**src/rtl/sm3_msg_arb_if.sv**
```systemverilog
// Requester-side and pad-core-side signal bundle for sm3_msg_arb.
// The slave modport is the arbiter; master is the surrounding requesters and pad core.
interface sm3_msg_arb_if #(
  parameter int N_REQ = 2,
  parameter int DW    = 64,
  parameter int VB_W  = DW / 8,
  parameter int ID_W  = $clog2(N_REQ)
);
  logic [N_REQ-1:0]      req_vld_i;
  logic [N_REQ*DW-1:0]   req_d_i;
  logic [N_REQ*VB_W-1:0] req_vld_byte_i;
  logic [N_REQ-1:0]      req_lst_i;
  logic [N_REQ-1:0]      req_rdy_o;
  logic [DW-1:0]         msg_inpt_d_o;
  logic [VB_W-1:0]       msg_inpt_vld_byte_o;
  logic                  msg_inpt_vld_o;
  logic                  msg_inpt_lst_o;
  logic                  msg_inpt_rdy_i;
  logic                  dgst_vld_i;
  logic [N_REQ-1:0]      gnt_o;
  logic [ID_W-1:0]       gnt_id_o;
  logic                  busy_o;
  logic                  dgst_vld_o;
  logic [ID_W-1:0]       dgst_id_o;
  logic                  spur_o;

  modport slave (
    input  req_vld_i, req_d_i, req_vld_byte_i, req_lst_i, msg_inpt_rdy_i, dgst_vld_i,
    output req_rdy_o, msg_inpt_d_o, msg_inpt_vld_byte_o, msg_inpt_vld_o, msg_inpt_lst_o,
           gnt_o, gnt_id_o, busy_o, dgst_vld_o, dgst_id_o, spur_o
  );

  modport master (
    output req_vld_i, req_d_i, req_vld_byte_i, req_lst_i, msg_inpt_rdy_i, dgst_vld_i,
    input  req_rdy_o, msg_inpt_d_o, msg_inpt_vld_byte_o, msg_inpt_vld_o, msg_inpt_lst_o,
           gnt_o, gnt_id_o, busy_o, dgst_vld_o, dgst_id_o, spur_o
  );
endinterface

```
**src/rtl/sm3_msg_arb.sv**
```systemverilog
// Round-robin, message-locked arbiter sharing one SM3 pad/compression pipeline
// between N_REQ sources; digests are tagged with the owning requester index.
module sm3_msg_arb #(
  parameter int N_REQ = 2,
  parameter int DW    = 64,
  parameter int VB_W  = DW / 8,
  parameter int ID_W  = $clog2(N_REQ)
) (
  input logic         clk,
  input logic         rst,
  sm3_msg_arb_if.slave bus
);
  localparam int unsigned NR = N_REQ;

  typedef enum logic [1:0] {IDLE, XFER, WAIT} state_t;

  state_t           state;
  logic [ID_W-1:0]  last_ptr;
  logic [ID_W-1:0]  gnt_id;
  logic [N_REQ-1:0] gnt;
  logic [ID_W-1:0]  win_id;
  logic             win_vld;
  int unsigned      cand;

  // Upward search starting just above the previous owner, wrapping modulo N_REQ.
  always_comb begin
    win_vld = 1'b0;
    win_id  = '0;
    cand    = 0;
    for (int unsigned i = 1; i <= NR; i++) begin
      cand = (int'(last_ptr) + i) % NR;
      if (!win_vld && bus.req_vld_i[ID_W'(cand)]) begin
        win_vld = 1'b1;
        win_id  = ID_W'(cand);
      end
    end
  end

  always_comb begin
    bus.req_rdy_o           = '0;
    bus.msg_inpt_d_o        = '0;
    bus.msg_inpt_vld_byte_o = '0;
    bus.msg_inpt_vld_o      = 1'b0;
    bus.msg_inpt_lst_o      = 1'b0;
    if (state == XFER) begin
      for (int unsigned k = 0; k < NR; k++) begin
        if (gnt_id == ID_W'(k)) begin
          bus.msg_inpt_d_o        = bus.req_d_i[k*DW +: DW];
          bus.msg_inpt_vld_byte_o = bus.req_vld_byte_i[k*VB_W +: VB_W];
          bus.msg_inpt_vld_o      = bus.req_vld_i[k];
          bus.msg_inpt_lst_o      = bus.req_lst_i[k];
          bus.req_rdy_o[k]        = bus.msg_inpt_rdy_i;
        end
      end
    end
  end

  // Only a digest arriving while a message is outstanding is routed; any other is flagged.
  assign bus.dgst_vld_o = (state == WAIT) && bus.dgst_vld_i;
  assign bus.dgst_id_o  = bus.dgst_vld_o ? gnt_id : '0;
  assign bus.spur_o     = (state != WAIT) && bus.dgst_vld_i;
  assign bus.gnt_o      = gnt;
  assign bus.gnt_id_o   = gnt_id;
  assign bus.busy_o     = (state != IDLE);

  always_ff @(posedge clk or posedge rst) begin
    if (rst) begin
      state    <= IDLE;
      last_ptr <= ID_W'(N_REQ - 1);
      gnt      <= '0;
      gnt_id   <= '0;
    end else begin
      case (state)
        IDLE: begin
          if (win_vld) begin
            gnt    <= N_REQ'(1) << win_id;
            gnt_id <= win_id;
            state  <= XFER;
          end
        end
        XFER: begin
          if (bus.msg_inpt_vld_o && bus.msg_inpt_rdy_i && bus.msg_inpt_lst_o)
            state <= WAIT;
        end
        WAIT: begin
          if (bus.dgst_vld_i) begin
            last_ptr <= gnt_id;
            gnt      <= '0;
            state    <= IDLE;
          end
        end
        default: state <= IDLE;
      endcase
    end
  end
endmodule

```
**src/flat_wrapper.sv**
```systemverilog
// flat-port wrapper written by rule: the top's interface ports become plain ports
module sm3_msg_arb_flat 
#(
  parameter int N_REQ = 2,
  parameter int DW    = 64,
  parameter int VB_W  = DW / 8,
  parameter int ID_W  = $clog2(N_REQ)
)
  (clk, rst, bus_req_vld_i, bus_req_d_i, bus_req_vld_byte_i, bus_req_lst_i, bus_msg_inpt_rdy_i, bus_dgst_vld_i, bus_req_rdy_o, bus_msg_inpt_d_o, bus_msg_inpt_vld_byte_o, bus_msg_inpt_vld_o, bus_msg_inpt_lst_o, bus_gnt_o, bus_gnt_id_o, bus_busy_o, bus_dgst_vld_o, bus_dgst_id_o, bus_spur_o);
  sm3_msg_arb_if #(.N_REQ(N_REQ), .DW(DW), .VB_W(VB_W), .ID_W(ID_W)) bus_i ();
  input logic clk;
  input logic rst;
  input wire logic [$bits(bus_i.req_vld_i)-1:0] bus_req_vld_i;
  input wire logic [$bits(bus_i.req_d_i)-1:0] bus_req_d_i;
  input wire logic [$bits(bus_i.req_vld_byte_i)-1:0] bus_req_vld_byte_i;
  input wire logic [$bits(bus_i.req_lst_i)-1:0] bus_req_lst_i;
  input wire logic [$bits(bus_i.msg_inpt_rdy_i)-1:0] bus_msg_inpt_rdy_i;
  input wire logic [$bits(bus_i.dgst_vld_i)-1:0] bus_dgst_vld_i;
  output wire logic [$bits(bus_i.req_rdy_o)-1:0] bus_req_rdy_o;
  output wire logic [$bits(bus_i.msg_inpt_d_o)-1:0] bus_msg_inpt_d_o;
  output wire logic [$bits(bus_i.msg_inpt_vld_byte_o)-1:0] bus_msg_inpt_vld_byte_o;
  output wire logic [$bits(bus_i.msg_inpt_vld_o)-1:0] bus_msg_inpt_vld_o;
  output wire logic [$bits(bus_i.msg_inpt_lst_o)-1:0] bus_msg_inpt_lst_o;
  output wire logic [$bits(bus_i.gnt_o)-1:0] bus_gnt_o;
  output wire logic [$bits(bus_i.gnt_id_o)-1:0] bus_gnt_id_o;
  output wire logic [$bits(bus_i.busy_o)-1:0] bus_busy_o;
  output wire logic [$bits(bus_i.dgst_vld_o)-1:0] bus_dgst_vld_o;
  output wire logic [$bits(bus_i.dgst_id_o)-1:0] bus_dgst_id_o;
  output wire logic [$bits(bus_i.spur_o)-1:0] bus_spur_o;
  assign bus_i.req_vld_i = bus_req_vld_i;
  assign bus_i.req_d_i = bus_req_d_i;
  assign bus_i.req_vld_byte_i = bus_req_vld_byte_i;
  assign bus_i.req_lst_i = bus_req_lst_i;
  assign bus_i.msg_inpt_rdy_i = bus_msg_inpt_rdy_i;
  assign bus_i.dgst_vld_i = bus_dgst_vld_i;
  assign bus_req_rdy_o = bus_i.req_rdy_o;
  assign bus_msg_inpt_d_o = bus_i.msg_inpt_d_o;
  assign bus_msg_inpt_vld_byte_o = bus_i.msg_inpt_vld_byte_o;
  assign bus_msg_inpt_vld_o = bus_i.msg_inpt_vld_o;
  assign bus_msg_inpt_lst_o = bus_i.msg_inpt_lst_o;
  assign bus_gnt_o = bus_i.gnt_o;
  assign bus_gnt_id_o = bus_i.gnt_id_o;
  assign bus_busy_o = bus_i.busy_o;
  assign bus_dgst_vld_o = bus_i.dgst_vld_o;
  assign bus_dgst_id_o = bus_i.dgst_id_o;
  assign bus_spur_o = bus_i.spur_o;
  sm3_msg_arb #(.N_REQ(N_REQ), .DW(DW), .VB_W(VB_W), .ID_W(ID_W)) u_core (.clk(clk), .rst(rst), .bus(bus_i));
endmodule
```
**config.mk**
```make
export PLATFORM = sky130hd
export DESIGN_NAME = sm3_msg_arb_flat
export DESIGN_NICKNAME = d
export VERILOG_FILES = /design/src/rtl/sm3_msg_arb_if.sv /design/src/rtl/sm3_msg_arb.sv /design/src/flat_wrapper.sv
export SDC_FILE = /design/constraint.sdc
export NUM_CORES = 1
export LEC_CHECK = 0
export BUFFER_PORTS_ARGS = -buffer_cell sky130_fd_sc_hd__buf_2
export CAP_MARGIN = 0
export CELL_PAD_IN_SITES_DETAIL_PLACEMENT = 2
export CELL_PAD_IN_SITES_GLOBAL_PLACEMENT = 2
export CORE_MARGIN = 2
export CORE_UTILIZATION = 10
export DETAILED_ROUTE_END_ITERATION = 8
export GPL_TIMING_DRIVEN = 0
export PLACE_DENSITY_LB_ADDON = 0.1
export SYNTH_ARGS = -nofsm -noshare
export SYNTH_HDL_FRONTEND = slang
export SYNTH_SLANG_ARGS = --single-unit
```
**constraint.sdc**
```tcl
create_clock -name clk -period 1.05 [get_ports clk]
set_input_delay 0.0525 -clock clk [delete_from_list [all_inputs] [get_ports clk]]
set_output_delay 0.0525 -clock clk [all_outputs]
set_load 0.02 [all_outputs]
```
After elaboration in Yosys (flattened, before gate mapping)
Index checks and enable logic that the tools add are counted.
- flip-flop bits (word level): 6
- input port bits: 152
- output and inout port bits: 83
- word-level logic and storage cells: 54
- add/sub/neg operators: 2
- $lt $le $gt $ge: 2
- equal/unequal tests: 6
- shifts and indexed selects: 1
- multiplexer cells: 26
- reductions and logical operators: 13
- operators by type and width (kind ; number):
    2-to-1 mux 64 bit ; 2
    2-to-1 mux 8 bit ; 2
    2-to-1 mux 1 bit ; 15
    2-to-1 mux 2 bit ; 5
    != test 2 bit (second input constant) ; 3
    case mux 2 bit (3 select lines) ; 1
    AND reduction 3 bit ; 2
    logical AND 1 bit ; 5
    less-than comparator 1 x 2 -> 1 bit (second input constant) ; 2
    case mux 2 bit (2 select lines) ; 1
    AND reduction 2 bit ; 2
    nonzero test 2 bit ; 2
    adder 1 bit (second input constant) ; 2
    == test 2 x 1 -> 1 bit (second input constant) ; 1
    == test 2 bit (second input constant) ; 1
    logical NOT 2 bit ; 1
    != test 2 x 1 -> 1 bit (second input constant) ; 1
    left shift 1 x 1 -> 2 bit (first input constant) ; 1
    logical NOT 1 bit ; 1

Longest topological paths before layout
Gate-level depths: netlist (run 1).
- depth in word-level cells: 10
- mapped depth: 5
- depth with buffers taken out: 3

Worst setup path before layout (run 1)
No wires, ideal clock.
- path type: flip-flop to flip-flop
- start point: register u_core.gnt_id (netlist: u_core.bus.gnt_id_o)
- end point: register u_core.last_ptr
- setup time: 60 ps
- arrival time: 1247 ps
- required time: 990 ps
- path slack: -257 ps
- stages on the path, launching flop included: 6
- path buffers: 2
- clock period less this slack: 1307 ps
- cells stage by stage: dfrtp_1 buf_6 buf_6 inv_1 nor2_1 a21o_1
- RTL lines (item ; RTL line ; text):
    start, declared ; sm3_msg_arb.sv:19 ; logic [ID_W-1:0] gnt_id;
    start signal, assigned ; sm3_msg_arb.sv:77 ; gnt_id <= win_id;
    end signal, assigned ; sm3_msg_arb.sv:69 ; last_ptr <= ID_W'(N_REQ - 1);
    end signal, assigned ; sm3_msg_arb.sv:87 ; last_ptr <= gnt_id;
    end, declared ; sm3_msg_arb.sv:18 ; logic [ID_W-1:0] last_ptr;

Worst setup path in the final report (run 1)
- start point: register u_core.gnt_id (netlist: u_core.bus.gnt_id_o)
- end point: output bus_msg_inpt_d_o[12]
- word-level cells in the longest chain between the ends: 2
- RTL lines (item ; RTL line ; text):
    2-to-1 mux 64 bit ; sm3_msg_arb.sv:47 ; if (gnt_id == ID_W'(k)) begin
    2-to-1 mux 64 bit ; sm3_msg_arb.sv:45 ; if (state == XFER) begin
    end, declared ; flat_wrapper.sv:20 ; output wire logic [$bits(bus_i.msg_inpt_d_o)-1:0] bus_msg_inpt_d_o;
Every way passes these cells.

==> flow_summary_export.csv, run 1 <==
group,metric,value,unit
synthesis,synth_common_cells,"nor2_1 (78), mux2i_1 (74), buf_6 (8)",
cells_and_area,fin_nets,598,
synthesis,synth_area_leaders,"mux2i_1 (50%), nor2_1 (20%), dfrtp_1 (8.4%)",
global_route,grt_pass1_wl,15550,µm
routing,first_iter_violations,19,
sta,fin_tns_setup,-34070,ps
clock_tree,cts.htree.levels,1,
setup_path,path_cells,"buf_12 > buf_12 > mux2i_2 > nor2_4 > buf_2",
setup_path,crit_start,"u_core.bus.gnt_id_o$_DFFE_PP0P_",
cells_and_area,drive_gt1_share,93.71,%
floorplanning,core_area,14530,µm²
cells_and_area,antenna_cells,0,
sta,setup_viol,86,
cells_and_area,fin_util,31.89,%
floorplanning,initial_utilization,10.22,%
synthesis,yosysMostFrequentCell,"nor2_1",
clock_tree,cts_tree,"built",
synthesis,synth_ff_type,"dfrtp_1",
sta,rsz0062_at_grt,"yes",
power_and_ir_drop,p_sw_share,48.89,%
placed_design,dp_hpwl,8077,µm
global_route,grt_pass1_vias,2767,
setup_path,cpPeakStageDelay,370,ps
sta,period_share,144.8,%
synthesis,syn_inst,199,
sta,worst_slew_pin_slew,308.0,ps
power_and_ir_drop,irDropWorstVdd,1.057,mV
setup_path,cpMaxStageDelayCell,"dfrtp_2",
floorplanning,die-area,15840,µm²
power_and_ir_drop,pwr-share-comb,92.4,%
global_route,antenna_found_initial,0,
routing,num_vias,2439,
routing,drtAntennaViolNets,0,
sta,hold_violations,0,
synthesis,synth_nets,351,
setup_path,critical_path_class,"reg -> out",
synthesis,yosys.area.top_type_share,49.87,%
global_route,grt_max_degree,11,
power_and_ir_drop,power_frac_clock,4.4,%
status,violations,"setup timing",
power_and_ir_drop,switching_power,7004,µW
placed_design,place_area,3470,µm²
clock_tree,clock-root-buffer,"clkbuf_16",
power_and_ir_drop,p_seq_share,3.2,%
cells_and_area,area_delta_synth_final,212.0,%
global_route,grt_util_all_layers,12.15,%
clock_tree,clkLatencyLatePin,230,ps
setup_path,cp_common_cell,"buf_12",
floorplanning,die_x,125.9,µm
hold_path,holdCritStartpoint,"bus_msg_inpt_rdy_i",
routing,routed_wl,9930,µm
synthesis,ys_warn_count,0,
synthesis,ys_types,23,
power_and_ir_drop,p_leak,0.002028,µW
setup_path,end_kind,"output pin",
status,status,"finished, violations left",
power_and_ir_drop,fin_total_pwr,14330,µW
clock_tree,clock-sinks,6,
synthesis,seq_area_frac_synth,10.19,%
synthesis,yosysTopAreaCell,"mux2i_1",
setup_path,worst_ep_arrival_time,1470,ps
setup_path,critPathMaxFanout,10,
setup_path,r2r-start,"u_core.state[0]$_DFFE_PP0P_",
global_route,overflow,0,
routing,vias_per_cell,3.878,
setup_path,r2r_setup_slack,-200,ps
hold_path,worstHoldPathType,"in -> reg",
routing,dr.pass1.iters,2,
sta,max_slew_margin,79.47,%
floorplanning,row_count,44,
clock_tree,clk_pin_slew,40,ps
synthesis,ys_async_sr_fraction,100.0,%
synthesis,synth_edf_count,0,
routing,drc_errors,0,
synthesis,yosys_register_bits,6,
setup_path,worstPathRequired,1000,ps
power_and_ir_drop,p_per_area,3091,nW/µm²
placed_design,portBuffers,234,
sta,maxSlewViolCount,0,
placed_design,gp_congestion,0.6994,
sta,skew,3.997,ps
setup_path,cp-start-kind,"register",
synthesis,synth.avg_cell_area,7.463,µm²
clock_tree,cts.path.max_buffers,2,
cells_and_area,final_area,4634,µm²
run,maxCapViolations,0,
synthesis,syn_area,1485,µm²
routing,wl_per_cell,15.79,µm
clock_tree,cts_buffers,3,
sta,fmax,657.9,MHz
cells_and_area,fillers,1623,
power_and_ir_drop,internal_power,7321,µW
sta,worst_slack,-469.9,ps
floorplanning,pin_count,235,
placed_design,dp_slack,-333.6,ps
floorplanning,die_height,125.9,µm
sta,layout_min_cycle_time,1520,ps
[layer usage]
| layer | track usage (%) | routed length, µm |
|---|---|---|
| met1 | 13.46 | 3538 |
| met2 | 25.09 | 5756 |
| met3 | 1.402 | 559 |
| met4 | 1.487 | 76 |
| met5 | 0 | 0 |
[critical path: cells and delay by family, from the launching register on]
kind                   cells  cell delay (ps)
buffers and inverters      3              520
DFF                        1              370
muxes                      1              290
and+or+nand+nor            1               40
[timing repair]
item | CTS | global route
resized for setup | 191 | 21
hold endpoints to repair | 6 | 0
pin swaps | 5 | 2
setup buffers | 4 | 1
endpoints found under the setup margin | 86 | 86
cloned | 2 | 0
hold buffers | 1 | 0
[metrics by stage]
step | hold slack [ps] | cells
after floorplan | -157.3 | 199
after global routing | 90.01 | 629
after detailed placement | -23.21 | 617
final | 69.53 | 629
after global placement | -18.51 | 617
after CTS | 81.18 | 628
[cell families after synthesis]
logic type | after synthesis | share of synthesized area, %
buffers and inverters | 21 | 11.29
AND/OR/NAND/NOR | 90 | 24.43
AO/OA/AOI/OAI | 8 | 4.212
multiplexers | 74 | 49.87
flip-flops | 6 | 10.19
[area by class of cell]
| cell class | instances | area (µm²) | share of cell area (%) |
|---|---|---|---|
| flip-flops and latches | 6 | 155.1 | 3.348 |
| clock buffers | 4 | 78.83 | 1.701 |
| repair buffers | 242 | 1486 | 32.07 |
| inverters | 4 | 15.01 | 0.3240 |
| well taps | 184 | 230.2 | 4.968 |
| multi-input cells | 172 | 2344 | 50.57 |
| plain buffers | 17 | 325.3 | 7.019 |
[cell usage in the layout (no fill, tap or decap), drive strengths merged, types with 2 or more instances in the layout]
master | netlist | routed
a21o | 2 | 2
buf | 15 | 254
clkbuf | 2 | 8
dfrtp | 5 | 5
inv | 4 | 4
mux2i | 74 | 74
nand2 | 4 | 4
nand2b | 2 | 2
nand3b | 2 | 2
nor2 | 78 | 78
[flip-flops by register name (all words and copies together) (netlist names)]
signal / count
u_core.bus.gnt_id_o: 1
u_core.bus.gnt_o: 2
u_core.state: 2
u_core.last_ptr: 1
[final timing paths]
| kind | endpoint | cells past startpoint |
|---|---|---|
| worst max register to register | u_core.bus.gnt_o[1]$_DFFE_PP0P_ | 3 |
| worst min-delay path | u_core.state[0]$_DFFE_PP0P_ | 2 |
| worst min register to register | u_core.last_ptr$_DFFE_PP1N_ | 1 |
| min in group asynchronous | u_core.bus.gnt_o[1]$_DFFE_PP0P_ | 3 |
| worst max-delay path | bus_msg_inpt_d_o[12] | 5 |
| max in group asynchronous | u_core.last_ptr$_DFFE_PP1N_ | 3 |
[power groups by stage]
stage	registers (µW)	logic (µW)	clock network [µW]
2_1_floorplan	490	7140	0
5_1_grt	477	14000	660
4_1_cts	456	13100	640
6_report	455	13200	631
3_5_place_dp	432	9840	0
3_3_place_gp	433	9740	0
Note: power is estimated with default switching activity, not from simulation.
==> inputs of run 2 (changes only) <==
Settings changed: CORE_ASPECT_RATIO set to 0.6.
Clock period 1.05 ns to 1.3 ns, I/O delays scaled along.
==> run 2 against run 1 <==
  * The flow still finishes with violations (setup timing)
  * Total power down 42%
  * Flip-flop and latch count unchanged
  * Non-clock buffer count up 9
  * Register-to-register slack better by 220 ps
  * Critical path depth unchanged
  * Count of clock-buffer cells in the layout unchanged
  * Sequential share of layout area up 1.1 points
  * Combinational power down 43%
  * Highest routed layer unchanged
  * Clock power down 16%
  * Hold slack worse by 13 ps
  * Worst setup slack better by 300 ps
==> flow_summary_export.csv, run 2 (same netlist as run 1, synthesis figures left out) <==
group,metric,value,unit
setup_path,worst_ep_arrival_time,1410,ps
run,maxCapViolations,0,
floorplanning,core_area,14510,µm²
routing,num_vias,2397,
cells_and_area,final_area,3466,µm²
clock_tree,cts_buffers,3,
clock_tree,cts_tree,"built",
global_route,grt_util_all_layers,11.81,%
global_route,overflow,0,
cells_and_area,final_common_cell,"buf_2",
sta,fin_tns_setup,-10230,ps
floorplanning,die-area,15870,µm²
placed_design,dp_slack,-66.10,ps
hold_path,holdCritStartpoint,"bus_msg_inpt_rdy_i",
placed_design,gp_congestion,0.7865,
global_route,grt_max_degree,11,
power_and_ir_drop,p_per_area,2412,nW/µm²
clock_tree,clock-root-buffer,"clkbuf_16",
placed_design,place_area,2907,µm²
sta,maxSlewViolCount,0,
sta,max_slew_margin,82.82,%
sta,skew,2.565,ps
routing,vias_per_cell,3.676,
routing,dr.pass1.iters,4,
clock_tree,cts.path.max_buffers,2,
global_route,antenna_found_initial,0,
setup_path,worstPathRequired,1240,ps
sta,layout_min_cycle_time,1472,ps
floorplanning,pin_count,235,
setup_path,end_kind,"output pin",
cells_and_area,layout_common_cells,"buf_2 (192), nor2_1 (75), mux2i_1 (73)",
floorplanning,die_x,161.3,µm
setup_path,reg2regPathDepth,5,
setup_path,cpMaxStageDelayCell,"dfrtp_2",
sta,hold_violations,0,
cells_and_area,drive_gt1_share,63.22,%
placed_design,portBuffers,234,
setup_path,critPathMaxFanout,10,
status,status,"finished, violations left",
cells_and_area,fin_nets,607,
setup_path,r2r-start,"u_core.state[0]$_DFFE_PP0P_",
routing,first_iter_violations,63,
floorplanning,die_height,98.40,µm
cells_and_area,antenna_cells,0,
setup_path,crit_family,"buffers and inverters",
clock_tree,clkLatencyLatePin,230,ps
sta,setup_viol,78,
sta,period_share,113.2,%
cells_and_area,fillers,1737,
cells_and_area,fin_util,23.89,%
routing,wl_per_cell,15.65,µm
clock_tree,cts.htree.levels,1,
global_route,grt_pass1_vias,2522,
setup_path,critical_path_class,"reg -> out",
sta,rsz0062_at_grt,"yes",
sta,worst_slew_pin_slew,257.4,ps
hold_path,worstHoldPathType,"in -> reg",
floorplanning,row_count,34,
routing,drtAntennaViolNets,0,
global_route,grt_pass1_wl,14810,µm
power_and_ir_drop,p_leak,0.002029,µW
placed_design,dp_hpwl,8563,µm
clock_tree,clock-sinks,6,
floorplanning,initial_utilization,10.24,%
setup_path,cp-start-kind,"register",
setup_path,worstReg2RegEnd,"u_core.last_ptr$_DFFE_PP1N_",
power_and_ir_drop,irDropWorstVdd,0.6454,mV
routing,drc_errors,0,
cells_and_area,area_delta_synth_final,133.4,%
hold_path,holdPathEnd,"u_core.state[0]$_DFFE_PP0P_",
setup_path,cpPeakStageDelay,420,ps
setup_path,critPathBufInv,3,
sta,fmax,679.4,MHz
sta,worst_slack,-171.9,ps
clock_tree,clk_pin_slew,40,ps
hold_path,min_path_cells,2,
setup_path,r2r_setup_slack,20,ps
status,violations,"setup timing",
setup_path,path_cells,"clkbuf_16 > buf_12 > mux2i_1 > nor2_1 > buf_2",
routing,routed_wl,10200,µm
run 2: cell types whose count changed in the layout (fill, tap and decap cells not counted), sizes merged:
cell / change
buf: +10
clkbuf: -1
run 2: per-stage QoR:
stage | hold WS, ps | instances | power (µW)
2_1_floorplan | -144.8 | 199 | 4506
3_3_place_gp | 7.224 | 631 | 6598
3_5_place_dp | 7.359 | 631 | 6610
4_1_cts | 50.57 | 643 | 7774
5_1_grt | 63.69 | 652 | 8961
6_report | 56.54 | 652 | 8360
run 2: area by class of cell:
type	count	area, µm²	share of cell area (%)
timing repair buffer	251	1476	42.60
multi-input combinational	172	1220	35.20
buffer	17	274.0	7.906
tap	198	247.7	7.148
sequential	6	153.9	4.440
clock buffer	4	78.83	2.274
inverter	4	15.01	0.4332
run 2: worst max path at each step:
stage / start / to / slack [ps] / cells past startpoint
finish: u_core.bus.gnt_id_o$_DFFE_PP0P_ / bus_msg_inpt_d_o[10] / -170 / 5
detailed placement: u_core.state[1]$_DFFE_PP0P_ / bus_msg_inpt_d_o[39] / -70 / 5
floorplan: u_core.bus.gnt_id_o$_DFFE_PP0P_ / bus_msg_inpt_d_o[62] / 10 / 4
CTS: u_core.bus.gnt_id_o$_DFFE_PP0P_ / bus_msg_inpt_d_o[51] / -190 / 5
global placement: u_core.state[1]$_DFFE_PP0P_ / bus_msg_inpt_d_o[40] / -70 / 5
global route: u_core.bus.gnt_id_o$_DFFE_PP0P_ / bus_msg_inpt_d_o[18] / -250 / 5
run 2: what timing repair did:
action / 4_1_cts / 5_1_grt
endpoints found under the hold margin: 5 / 0
pin swaps: 1 / 8
buffers inserted: 6 / 8
hold buffers: 1 / 0
resized for setup: 40 / 53
cloned: 1 / 2
setup endpoints to repair: 78 / 82
run 2: power by group:
part	switching (µW)	internal, µW	total, µW
logic	4050	3410	7460
registers	89.0	282	371
clock network	120	408	528
total	4260	4100	8360
run 2: per-layer routing:
metal / track usage, % / share of wire, % / up-vias
met5: 0 / 0 / -
met4: 1.717 / 0.61 / 0
met3: 1.784 / 5.4 / 5
met2: 19.92 / 47 / 98
met1: 16.26 / 47 / 1111
li1: - / - / 1183
